<file path="src/rtl/codec_cfg_pkg.sv">
// rtl/codec_cfg_pkg.sv - shared types, WM8731 init table and volume word helper
package codec_cfg_pkg;

    typedef enum logic [2:0] {
        ST_IDLE,
        ST_PWR_WAIT,
        ST_ISSUE,
        ST_WAIT_RSP,
        ST_NEXT,
        ST_RUN,
        ST_FAIL
    } state_t;

    localparam int ROM_DEPTH = 10;

    // {reg[6:0], data[8:0]}: reset, line-in, headphone L/R, analog path,
    // digital path, power-down (all on), I2S 16-bit format, sample rate, active
    localparam logic [15:0] INIT_ROM [ROM_DEPTH] = '{
        16'h1E00,
        16'h0017,
        16'h0579,
        16'h0779,
        16'h0812,
        16'h0A00,
        16'h0C00,
        16'h0E02,
        16'h1000,
        16'h1201
    };

    localparam logic [6:0] VOL_REG = 7'h02;

    // Entries past the table read as zero so a larger INIT_LEN never indexes out of range
    function automatic logic [15:0] rom_word(input int idx);
        if (idx < ROM_DEPTH) begin
            return INIT_ROM[idx];
        end
        return 16'h0000;
    endfunction

    // Headphone volume: both-channel update bit set, attenuation of 4 steps per code
    function automatic logic [15:0] vol_word(input logic [3:0] k);
        logic [6:0] att;
        att = 7'h7F - {1'b0, k, 2'b00};
        return {VOL_REG, 2'b10, att};
    endfunction

endpackage

</file>
<file path="src/rtl/codec_cfg_seq_timer.sv">
// rtl/codec_cfg_seq_timer.sv - loadable down-counter for power-up wait and transfer timeout
module cfg_timer #(
    parameter int W = 20
) (
    input  logic         clk_i,
    input  logic         rst_ni,
    input  logic         load_i,
    input  logic [W-1:0] load_val_i,
    output logic         zero_o
);

    logic [W-1:0] cnt_q;
    logic [W-1:0] cnt_d;

    // Load has priority; otherwise count down and park at zero
    always_comb begin
        cnt_d = cnt_q;
        if (load_i) begin
            cnt_d = load_val_i;
        end else if (cnt_q != '0) begin
            cnt_d = cnt_q - 1'b1;
        end
    end

    // Counter register
    always_ff @(posedge clk_i or negedge rst_ni) begin
        if (!rst_ni) begin
            cnt_q <= '0;
        end else begin
            cnt_q <= cnt_d;
        end
    end

    assign zero_o = (cnt_q == '0);

endmodule

</file>
<file path="src/rtl/codec_cfg_seq.sv">
// rtl/codec_cfg_seq.sv - WM8731 I2C init sequencer with UART volume updates
module codec_cfg_seq
    import codec_cfg_pkg::*;
#(
    parameter logic [6:0] DEV_ADDR  = 7'h1A,
    parameter int         INIT_LEN  = 10,
    parameter int         PWR_DLY   = 500000,
    parameter int         TIMEOUT   = 100000,
    parameter int         MAX_RETRY = 3
) (
    input  logic        clk_50m,
    input  logic        rst_n,
    input  logic        start,
    input  logic        k_valid,
    input  logic [3:0]  k_code,
    output logic        iic_req,
    output logic [6:0]  iic_dev,
    output logic [15:0] iic_word,
    input  logic        iic_done,
    input  logic        iic_nack,
    output logic        busy,
    output logic        init_done,
    output logic        error
);

    localparam int DLY_MAX = (PWR_DLY > TIMEOUT) ? PWR_DLY : TIMEOUT;
    localparam int TW      = (DLY_MAX > 1) ? $clog2(DLY_MAX) : 1;
    localparam int IW      = (INIT_LEN > 1) ? $clog2(INIT_LEN) : 1;
    localparam int RW      = (MAX_RETRY > 0) ? $clog2(MAX_RETRY + 1) : 1;

    // Timer runs load..0, so load N-1 to spend exactly N cycles in the waiting state
    localparam logic [TW-1:0] PWR_LOAD = TW'((PWR_DLY > 0) ? PWR_DLY - 1 : 0);
    localparam logic [TW-1:0] TO_LOAD  = TW'((TIMEOUT > 0) ? TIMEOUT - 1 : 0);
    localparam logic [IW-1:0] LAST_IDX = IW'((INIT_LEN > 0) ? INIT_LEN - 1 : 0);
    localparam logic [RW-1:0] RETRY_LIM = RW'(MAX_RETRY);

    state_t        state_q, state_d;
    logic [IW-1:0] idx_q, idx_d;
    logic [RW-1:0] retry_q, retry_d;
    logic          req_q, req_d;
    logic [15:0]   word_q, word_d;
    logic          init_done_q, init_done_d;
    logic          error_q, error_d;
    logic          pend_q, pend_d;
    logic [3:0]    pend_code_q, pend_code_d;
    logic [3:0]    cur_code_q, cur_code_d;
    logic          vol_q, vol_d;

    logic          tmr_load;
    logic [TW-1:0] tmr_val;
    logic          tmr_zero;

    cfg_timer #(
        .W(TW)
    ) u_timer (
        .clk_i      (clk_50m),
        .rst_ni     (rst_n),
        .load_i     (tmr_load),
        .load_val_i (tmr_val),
        .zero_o     (tmr_zero)
    );

    // Next-state and datapath decisions; the pending volume latch is updated first
    // so individual states can override it (consume in RUN, discard in FAIL)
    always_comb begin
        state_d     = state_q;
        idx_d       = idx_q;
        retry_d     = retry_q;
        req_d       = req_q;
        word_d      = word_q;
        init_done_d = init_done_q;
        error_d     = error_q;
        pend_d      = pend_q;
        pend_code_d = pend_code_q;
        cur_code_d  = cur_code_q;
        vol_d       = vol_q;
        tmr_load    = 1'b0;
        tmr_val     = '0;

        if (k_valid) begin
            pend_d      = 1'b1;
            pend_code_d = k_code;
        end

        case (state_q)
            ST_IDLE: begin
                if (start) begin
                    state_d  = ST_PWR_WAIT;
                    idx_d    = '0;
                    retry_d  = '0;
                    tmr_load = 1'b1;
                    tmr_val  = PWR_LOAD;
                end
            end
            ST_PWR_WAIT: begin
                if (tmr_zero) begin
                    state_d = ST_ISSUE;
                    idx_d   = '0;
                    vol_d   = 1'b0;
                end
            end
            ST_ISSUE: begin
                req_d    = 1'b1;
                word_d   = vol_q ? vol_word(cur_code_q) : rom_word(int'(idx_q));
                tmr_load = 1'b1;
                tmr_val  = TO_LOAD;
                state_d  = ST_WAIT_RSP;
            end
            ST_WAIT_RSP: begin
                if (iic_done) begin
                    req_d   = 1'b0;
                    retry_d = '0;
                    state_d = ST_NEXT;
                end else if (iic_nack || tmr_zero) begin
                    req_d = 1'b0;
                    if (retry_q < RETRY_LIM) begin
                        retry_d = retry_q + 1'b1;
                        state_d = ST_ISSUE;
                    end else begin
                        error_d = 1'b1;
                        state_d = ST_FAIL;
                    end
                end
            end
            ST_NEXT: begin
                if (vol_q) begin
                    vol_d   = 1'b0;
                    state_d = ST_RUN;
                end else if (idx_q < LAST_IDX) begin
                    idx_d   = idx_q + 1'b1;
                    state_d = ST_ISSUE;
                end else begin
                    init_done_d = 1'b1;
                    state_d     = ST_RUN;
                end
            end
            ST_RUN: begin
                if (pend_q) begin
                    cur_code_d = pend_code_q;
                    vol_d      = 1'b1;
                    pend_d     = k_valid;
                    state_d    = ST_ISSUE;
                end
            end
            ST_FAIL: begin
                error_d = 1'b1;
                req_d   = 1'b0;
                pend_d  = 1'b0;
            end
            default: begin
                state_d = ST_IDLE;
            end
        endcase
    end

    // State and datapath registers
    always_ff @(posedge clk_50m or negedge rst_n) begin
        if (!rst_n) begin
            state_q     <= ST_IDLE;
            idx_q       <= '0;
            retry_q     <= '0;
            req_q       <= 1'b0;
            word_q      <= 16'h0000;
            init_done_q <= 1'b0;
            error_q     <= 1'b0;
            pend_q      <= 1'b0;
            pend_code_q <= 4'h0;
            cur_code_q  <= 4'h0;
            vol_q       <= 1'b0;
        end else begin
            state_q     <= state_d;
            idx_q       <= idx_d;
            retry_q     <= retry_d;
            req_q       <= req_d;
            word_q      <= word_d;
            init_done_q <= init_done_d;
            error_q     <= error_d;
            pend_q      <= pend_d;
            pend_code_q <= pend_code_d;
            cur_code_q  <= cur_code_d;
            vol_q       <= vol_d;
        end
    end

    assign iic_req   = req_q;
    assign iic_dev   = DEV_ADDR;
    assign iic_word  = word_q;
    assign init_done = init_done_q;
    assign error     = error_q;
    assign busy      = !((state_q == ST_IDLE) || ((state_q == ST_RUN) && !pend_q));

endmodule

</file>
<file path="config.mk">
export PLATFORM = sky130hd
export DESIGN_NAME = codec_cfg_seq
export DESIGN_NICKNAME = d
export VERILOG_FILES = /design/src/rtl/codec_cfg_pkg.sv /design/src/rtl/codec_cfg_seq_timer.sv /design/src/rtl/codec_cfg_seq.sv
export SDC_FILE = /design/constraint.sdc
export NUM_CORES = 1
export LEC_CHECK = 0
export CAP_MARGIN = 20
export CORE_ASPECT_RATIO = 0.75
export CORE_MARGIN = 4
export CORE_UTILIZATION = 30
export CTS_CLUSTER_DIAMETER = 60
export DETAILED_ROUTE_END_ITERATION = 12
export DONT_BUFFER_PORTS = 1
export PLACE_DENSITY_LB_ADDON = 0.05
export REMOVE_ABC_BUFFERS = 1
export SYNTH_ARGS = -nofsm -noshare
export SYNTH_HDL_FRONTEND = slang
export SYNTH_SLANG_ARGS = --single-unit
</file>
<file path="constraint.sdc">
create_clock -name clk_50m -period 2.5 [get_ports clk_50m]
set_input_delay 0 -clock clk_50m [delete_from_list [all_inputs] [get_ports clk_50m]]
set_output_delay 0 -clock clk_50m [all_outputs]
set_load 0.005 [all_outputs]
</file>
=== Word-level counts from Yosys, hierarchy flattened ===
Memories as Yosys holds them, arrays and structs flattened.
Cells that the tools add are included.

* Bits in registers: 57
* Bits in latches: 0
* RAM bits: 0
* Memory bits (read-only): 256
* Input port bits: 10
* Output and inout bits: 27
* Word-level logic and storage cells: 108
* Memories kept: 1

* $add $sub $neg: 4
* Multiply operators: 0
* Div/mod/pow operators: 0
* Magnitude comparators: 4
* Eq/ne operators: 16
* Shift-type cells: 0
* Muxes and demuxes: 45
* Bitwise logic cells: 4
* Reduce and logical (&&, ||, !) cells: 22

{| class="wikitable"
|+ Memories
! name !! depth !! bits a word !! read ports !! clocked after memory_dff !! write ports !! line !! text
|-
| (name not given) || 16 || 16 || 1 || 0 || 0 || codec_cfg_pkg.sv:36 || <nowiki>return INIT_ROM[idx];</nowiki>
|}

{| class="wikitable"
|+ Operators with widths
! kind !! count
|-
| two-way mux 16 bit || 5
|-
| two-way mux 19 bit || 3
|-
| one-hot mux 19 bit (2 select lines) || 1
|-
| >= comparator 32 x 5 -> 1 bit, second input constant || 1
|-
| NOT 4 -> 32 bit || 1
|-
| two-way mux 3 bit || 8
|-
| one-hot mux 3 bit (7 select lines) || 1
|-
| logical NOT 19 bit || 1
|-
| nonzero test 19 bit || 1
|-
| subtractor 19 x 1 -> 19 bit, second input constant || 1
|-
| two-way mux 4 bit || 4
|-
| inequality test 2 bit, second input constant || 8
|-
| two-way mux 1 bit || 12
|-
| one-hot mux 4 bit (3 select lines) || 1
|-
| AND reduction 5 bit || 2
|-
| == test 3 bit, second input constant || 3
|-
| nonzero test 3 bit || 3
|-
| less-than comparator 4 bit, second input constant || 2
|-
| two-way mux 2 bit || 4
|-
| AND reduction 4 bit || 2
|-
| subtractor 7 x 6 -> 7 bit, first input constant || 1
|-
| == test 3 x 2 -> 1 bit, second input constant || 2
|-
| inequality test 3 bit, second input constant || 2
|-
| one-hot mux 1 bit (2 select lines) || 3
|-
| 14 further kinds || 23
|}

=== Depth between registers and ports, before layout ===
Gate-level depths: netlist (run 1).

* Depth in word-level cells: 7
* Gate-level depth with buffers: 7
* Mapped depth without buffers: 7

=== Modules after synthesis ===
Synthesis (run 1) repeated with hierarchy kept, for this count alone.

* Cell total of the unflattened synthesis: 321
* Area, all modules: 3,000.4 sq um

{| class="wikitable"
|+ By module, submodules not included
! module !! instances !! cells each !! area each (sq um) !! sequential area each (sq um)
|-
| codec_cfg_seq || 1 || 194 || 1,883.1 || 825.8
|-
| cfg_timer || 1 || 127 || 1,117.3 || 475.5
|}

=== Worst setup path before layout (run 1) ===
OpenSTA, ideal clock, no wires.

* Path type: register to register
* Start point: reg u_timer.cnt_q[15]
* End point: reg idx_q[0]
* Setup time: 125 ps
* Data arrival time: 2,283 ps
* Setup slack: 93 ps
* Cell stages (with the launch flop): 6
* Period minus slack after synthesis: 2,407 ps
* Path through: dfrtp_1 -> or4_4 -> or4b_4 -> o21ai_2 -> or3b_1 -> mux2_2

* Word-level cells in the longest chain between the ends: 3

{| class="wikitable"
|+ Ends and longest elaborated chain
! element !! line !! text
|-
| start: declaration || codec_cfg_seq_timer.sv:12 || <nowiki>logic [W-1:0] cnt_q;</nowiki>
|-
| start signal: assignment || codec_cfg_seq_timer.sv:30 || <nowiki>cnt_q <= cnt_d;</nowiki>
|-
| logical NOT 19 bit || codec_cfg_seq_timer.sv:34 || <nowiki>assign zero_o = (cnt_q == '0);</nowiki>
|-
| inequality test 2 bit (no source line) || -- ||
|-
| AND reduction 5 bit (no source line) || -- ||
|-
| end signal: assignment || codec_cfg_seq.sv:172 || <nowiki>idx_q <= idx_d;</nowiki>
|-
| end: declaration || codec_cfg_seq.sv:38 || <nowiki>logic [IW-1:0] idx_q, idx_d;</nowiki>
|}

No other way between the ends.
A chain may end at the register's enable or synchronous reset.

=== Final worst setup path (run 1) ===
Same ends and word-level chain as after synthesis.

==> results of run 1 <==
repair_timing:
item / 4_1_cts / 5_1_grt
setup endpoints to repair: 0 / 4
endpoints found under the hold margin: 59 / 0
hold buffers: 13 / 0
gates resized for setup: 0 / 2
worst reg2reg max path, stage by stage (launching register included):
cell and delay [ns]:
dfrtp_1 0.38, or4_4 0.53, or4b_4 0.55, o21ai_2 0.17, or3b_4 0.41, mux2_2 0.26
layout make-up:
| class | instances | area [um^2] |
|---|---|---|
| sequential | 52 | 1300 |
| multi-input combinational | 235 | 1430 |
| timing repair buffer | 27 | 253 |
| inverter | 10 | 37.5 |
| fill | 980 | 5860 |
| clock buffer | 5 | 125 |
| tap | 128 | 160 |
worst max-delay path by stage:
stage / start / end / slack [ns] / cells after the start
global route: u_timer.cnt_q[15]$_DFFE_PN0P_ / error$_DFFE_PN0P_ / 0.01 / 6
floorplan: u_timer.cnt_q[15]$_DFFE_PN0P_ / idx_q[0]$_DFFE_PN0P_ / 0.09 / 5
detailed placement: u_timer.cnt_q[16]$_DFFE_PN0P_ / idx_q[0]$_DFFE_PN0P_ / 0.05 / 5
global placement: u_timer.cnt_q[16]$_DFFE_PN0P_ / idx_q[0]$_DFFE_PN0P_ / 0.07 / 5
CTS: u_timer.cnt_q[16]$_DFFE_PN0P_ / idx_q[0]$_DFFE_PN0P_ / 0.04 / 5
finish: u_timer.cnt_q[15]$_DFFE_PN0P_ / idx_q[0]$_DFFE_PN0P_ / 0.09 / 5
per-stage QoR:
step	setup WS [ns]	power, W	hold slack [ns]	instances	utilization, %
floorplan	0.0929	0.00224	-0.296	297	-
global placement	0.0719	0.00270	-0.293	439	33.0
detailed placement	0.0455	0.00268	-0.293	439	33.0
CTS	0.0411	0.00340	0.000926	457	36.0
global route	0.0116	0.00368	0.0137	457	36.1
finish	0.0945	0.00338	0.00455	457	36.1
layout by cell type, fill, tap and decap left out, drive strengths merged, types with 4 or more instances in the layout:
master,Yosys,routed
xnor2,11,11
nand2,33,33
a21oi,21,21
ha,6,6
a211oi,5,5
mux2,10,10
buf,13,15
nor2,33,33
nor3,7,7
o21ai,25,25
inv,10,10
dfrtp,52,52
clkbuf,11,5
dlygate4sd3,0,12
conb,2,11
nor4,8,8
o31ai,4,4
nand2b,7,7
nand3,8,8
cell families (layout without fill, tap and decap cells):
family	Yosys count	in the layout	share of synthesized area, %
AOI/OAI and AO/OA	77	77	16.7
muxes	10	10	3.93
DFF	52	52	45.5
xor gates and xnor gates	14	14	4.28
buffers and inverters	34	42	6.03
other	2	11	0.262
adders and majority gates	6	6	2.62
and+or+nand+nor	117	117	20.7
power by group:
part / switching [W] / internal (W) / total [W] / leakage, nW
Combinational: 0.000682 / 0.000565 / 0.00125 / 0.665
Clock: 0.000301 / 0.000355 / 0.000656 / 0.0616
Sequential: 0.000349 / 0.00112 / 0.00147 / 0.623
Total: 0.00133 / 0.00204 / 0.00338 / 1.35
state kept, by name (all words and copies together) (netlist names):
signal / flops
retry_q: 2
cur_code_q: 4
error: 1
init_done: 1
pend_code_q: 4
state_q: 3
iic_word: 11
idx_q: 4
iic_req: 1
pend_q: 1
vol_q: 1
u_timer.cnt_q: 19
per-layer routing:
metal | vias up | global-route usage (%) | part of all wire [%]
met5 | - | 0 | 0
met2 | 38 | 17.5 | 37
li1 | 1116 | - | -
met4 | 0 | 4.25 | 1.3
met1 | 1086 | 22.8 | 56
met3 | 6 | 4.09 | 5.1
==> out/results.txt, run 1 <==
Worst reg2reg setup slack = 0.09 ns
Worst min path class = primary input to flip-flop
CP max stage delay = 0.55 ns
Gp weighted congestion = 0.726
Register bit total from synthesis = 52
Critical Path, Cell by Cell = or4_4 > or4b_4 > o21ai_2 > or3b_4 > mux2_2
CTS tree = built
Clk_skew = 0.00850 ns
Std cell rows = 30
Hold Path End = state_q[1]$_DFFE_PN0P_
Vias in the first global route = 2254
Post-Synthesis Cell Area = 2860 um^2
Initial DRC count = 133
Startpoint types = flip-flop
Hold Path Depth = 2
PortBufs = 0
Synth area leader = dfrtp_1
Worst reg2reg path startpoint = u_timer.cnt_q[15]$_DFFE_PN0P_
Crit-path slowest cell = or4b_4
Synth unique cells = 49
Synthesized area per cell = 9.18 um^2
Final WL = 7.35 mm
Setup bufs post-CTS = 0
GRT overflow = 0
Initial antenna violation count = 0
DRC = 0
Post-synth ARST share = 100%
RSZ-0062 raised after global routing = no
Core ar. = 9160 um^2
Status = finished, final reports clean
Crit end category = flip-flop
Fin. max-slew vios = 0
Dpl cell area = 3030 um^2
Routed length per instance = 16.1 um
HPWL Detailed = 5.14 mm
Die X = 121 um
HP Start = iic_done
Die height = 92.6 um
Critical Path AT = 2.59 ns
Pwr/cell area = 1020 nW/um^2
Pin count of the biggest net entering global routing = 53
H-tree depth = 2
Relative slew slack = 42.0%
Bufs and invs on worst path = 0
Clk_lat worst skew = 0.30 ns
Via Count = 2246
Total track usage = 14.2%
Global-route wire length before repair = 12.4 mm
CTS root buffer = clkbuf_16
Longest Clk Path Bufs = 2
Tmin final = 2.41 ns
Design area = 3300 um^2
Initial cell density of the core = 31.3%
CP Max Fanout = 5
Synth top area cells = dfrtp_1 (45%), nand2_1 (4.3%), nor2_1 (4.3%)
Number of detailed-route iterations in the first pass = 4
Area Overhead vs Synth = 15.3%
Finish-stage setup viols = 0
Clock Sinks = 52
Area share of the largest cell type after synthesis = 45.5%
Number of routed nets with antenna violations = 0
Top-count cell post-synth = dfrtp_1
Worst r2r dst = idx_q[0]$_DFFE_PN0P_
Sequential fraction of the synthesis area = 45.5%
Max Freq = 416 MHz
# diodes = 0
Required time of the critical path = 2.69 ns
Max Cap Viol = 0
Peak VDD IR = 0.332 mV
R2R cell count = 5
Total CTS buffers = 5
Slew at the pin closest to its max-slew limit = 0.861 ns
Leak pwr = 1.35 nW
Top delay family on crit path = simple AND/OR/NAND/NOR gates
Layout cell share with drive strength beyond 1 = 11.2%
Vias/cell = 4.91
Hold Fails Final Rpt = 0
Worst Path Class, Setup = flip-flop to flip-flop
Synth cell count leaders = dfrtp_1 (52), nand2_1 (33), nor2_1 (33)
Post-Syn Instances = 312
I/O pins = 37
Ys Warns = 0
Post-synth EDFFs = 0
Setup_tns = 0 ns
Final net count = 347
Synth Flop Type = dfrtp_1
Fin crit share = 96.2%
Reg clk slew, reported paths = 0.07 ns
Die ar. = 11200 um^2
(Power assumes the default switching activity.)
==> run 2: changes to the inputs <==
--- a/config.mk
+++ b/config.mk
@@ -6,6 +6,8 @@
 export NUM_CORES = 1
 export LEC_CHECK = 0
 export CAP_MARGIN = 20
+export CELL_PAD_IN_SITES_DETAIL_PLACEMENT = 0
+export CELL_PAD_IN_SITES_GLOBAL_PLACEMENT = 1
 export CORE_ASPECT_RATIO = 0.75
 export CORE_MARGIN = 4
 export CORE_UTILIZATION = 30
==> run 2 against run 1 <==
  * Largest cell class unchanged
  * Core utilization grew 0.87 points
  * Flip-flop and latch count is the same
  * Combinational power rose by 5%
  * Sequential share of layout area is 0.93 points lower
  * Die area unchanged
  * Worst hold slack gained 0.0034 ns
  * Global-route usage down 0.62 points
  * Clock skew decreased by 0.0046 ns
  * Critical path depth unchanged
  * Non-clock buffer count is 5 higher
  * Critical path type unchanged
==> out/results.txt, run 2 (synthesis gave the netlist of run 1 again) <==
Peak VDD IR = 0.407 mV (was 0.332 mV)
Crit path launch = u_timer.cnt_q[15]$_DFFE_PN0P_ (unchanged)
Finish-stage setup viols = 0 (unchanged)
Max Cap Viol = 0 (unchanged)
Worst reg2reg path startpoint = u_timer.cnt_q[15]$_DFFE_PN0P_ (unchanged)
HP Start = iic_done (unchanged)
Pin count of the biggest net entering global routing = 53 (unchanged)
Clock Sinks = 52 (unchanged)
Layout cell share with drive strength beyond 1 = 13.4% (was 11.2%)
Slew at the pin closest to its max-slew limit = 0.726 ns (was 0.861 ns)
Dpl cell area = 3060 um^2 (was 3030 um^2)
Initial DRC count = 197 (was 133)
Worst min path class = primary input to flip-flop (unchanged)
H-tree depth = 2 (unchanged)
Total CTS buffers = 5 (unchanged)
Internal power = 0.00218 W (was 0.00204 W)
CP Max Fanout = 5 (unchanged)
Vias/cell = 4.88 (was 4.91)
RSZ-0062 raised after global routing = no (unchanged)
Std cell rows = 30 (unchanged)
Initial cell density of the core = 31.3% (unchanged)
Max Freq = 414 MHz (was 416 MHz)
DRC = 0 (unchanged)
Pwr/cell area = 1050 nW/um^2 (was 1020 nW/um^2)
Clock share of power = 22.6% (was 19.4%)
Largest Register = u_timer.cnt_q (unchanged)
Commonest non-fill, non-tap cell in the layout = dfrtp_1 (unchanged)
Met1 WL = 4.22 mm (was 4.14 mm)
Status = finished, final reports clean (unchanged)
Met2 wire len = 2.72 mm (was 2.73 mm)
Bufs and invs on worst path = 0 (unchanged)
Number of detailed-route iterations in the first pass = 5 (was 4)
Largest register FFs = 19 (unchanged)
Die height = 92.6 um (unchanged)
Core ar. = 9160 um^2 (unchanged)
Reg clk slew, reported paths = 0.07 ns (about the same)
Crit-path slowest cell = or4_4 (was or4b_4)
Most frequent cells in the layout = dfrtp_1 (52), nand2_1 (33), nor2_1 (33), o21ai_0 (23), a21oi_1 (21) (unchanged)
Leak pwr = 1.39 nW (was 1.35 nW)
Clk_lat worst skew = 0.29 ns (was 0.30 ns)
HPWL Detailed = 5.26 mm (was 5.14 mm)
Relative slew slack = 51.1% (was 42.0%)
Total track usage = 13.5% (was 14.2%)
PortBufs = 0 (unchanged)
CTS root buffer = clkbuf_16 (unchanged)
Final net count = 352 (was 347)
Critical Path AT = 2.60 ns (was 2.59 ns)
Startpoint types = flip-flop (unchanged)
Routed length per instance = 15.9 um (was 16.1 um)
I/O pins = 37 (unchanged)
Fin crit share = 96.6% (was 96.2%)
Number of routed nets with antenna violations = 0 (unchanged)
Critical Path, Cell by Cell = or4_4 > or4b_4 > o21ai_2 > or3b_4 > mux2_2 (unchanged)
Crit end category = flip-flop (unchanged)
Setup_tns = 0 ns (unchanged)
# diodes = 0 (unchanged)
CTS tree = built (unchanged)
Via Count = 2269 (was 2246)
GRT overflow = 0 (unchanged)
Hold Fails Final Rpt = 0 (unchanged)
Comb power frac = 36.8% (was 36.9%)
Die ar. = 11200 um^2 (unchanged)
Design area = 3380 um^2 (was 3300 um^2)
Vias in the first global route = 2182 (was 2254)
Top delay family on crit path = simple AND/OR/NAND/NOR gates (unchanged)
CP max stage delay = 0.54 ns (was 0.55 ns)
Highest routed metal layer = met4 (unchanged)
Gp weighted congestion = 0.732 (was 0.726)
Die X = 121 um (unchanged)
Setup bufs post-CTS = 0 (unchanged)
Required time of the critical path = 2.68 ns (was 2.69 ns)
Fillers = 975 (was 980)
Final WL = 7.38 mm (was 7.35 mm)
Worst Path Class, Setup = flip-flop to flip-flop (unchanged)
Clk_skew = 0.00389 ns (was 0.00850 ns)
Tmin final = 2.42 ns (was 2.41 ns)
Area Overhead vs Synth = 18.1% (was 15.3%)
Metal3 WL = 397 um (was 375 um)
Net load switching power = 0.00137 W (was 0.00133 W)
Longest Clk Path Bufs = 2 (unchanged)
Part of the power in registers = 40.6% (was 43.6%)
Switching Fraction = 38.6% (was 39.5%)
Global-route wire length before repair = 12.0 mm (was 12.4 mm)
Initial antenna violation count = 0 (unchanged)
Fin. max-slew vios = 0 (unchanged)
-- run 2: cell type report --
class	count	area (um^2)	area share [%]
clock buffer	5	125	3.70
clock inverter	3	42.5	1.26
inverter	10	37.5	1.11
multi-input combinational	235	1430	42.1
sequential	52	1300	38.5
tap	128	160	4.74
timing repair buffer	32	290	8.58
-- run 2: per-layer routing --
layer | global-route usage (%) | vias to the layer above
met3 | 3.72 | 7
met2 | 16.9 | 52
met5 | 0 | -
met4 | 2.83 | 0
met1 | 22.3 | 1082
li1 | - | 1128
-- run 2: worst paths after layout --
check	to	slack [ns]	depth (start not counted)
setup / recovery	idx_q[0]$_DFFE_PN0P_	0.08	5
hold / removal	state_q[1]$_DFFE_PN0P_	0.008	2
setup reg to reg	idx_q[0]$_DFFE_PN0P_	0.08	5
hold reg to reg	retry_q[1]$_DFFE_PN0P_	0.50	1
max in group asynchronous	iic_word[0]$_DFFE_PN0P_	2.04	2
min in group asynchronous	u_timer.cnt_q[4]$_DFFE_PN0P_	0.24	2
-- run 2: worst register-to-register path, stage by stage, from the launching register on --
cell and delay, ns:
dfrtp_1 0.38, or4_4 0.54, or4b_4 0.54, o21ai_2 0.18
or3b_4 0.40, mux2_2 0.27
-- run 2: power groups by stage --
stage | logic [W] | registers [W] | clock network (W)
finish | 0.00131 | 0.00144 | 0.000801
global placement | 0.00125 | 0.00146 | 0
detailed placement | 0.00125 | 0.00146 | 0
global route | 0.00148 | 0.00149 | 0.000855
CTS | 0.00130 | 0.00144 | 0.000828
floorplan | 0.000836 | 0.00141 | 0
-- run 2: what timing repair did --
item | 4_1_cts | 5_1_grt
endpoints found under the hold margin | 59 | 0
hold buffers | 13 | 0
setup endpoints to repair | 0 | 2
resized for setup | 0 | 1
-- run 2: stage by stage --
stage / cells / utilization (%) / hold slack (ns) / worst slack, ns / total power (W)
after floorplan: 297 / - / -0.296 / 0.0929 / 0.00224
after global placement: 444 / 33.5 / -0.293 / 0.0897 / 0.00271
after detailed placement: 444 / 33.5 / -0.293 / 0.0473 / 0.00270
after global routing: 465 / 36.9 / 0.00957 / 0.0186 / 0.00382
final: 465 / 36.9 / 0.00790 / 0.0850 / 0.00355
after CTS: 465 / 36.9 / 0.00554 / 0.0348 / 0.00357
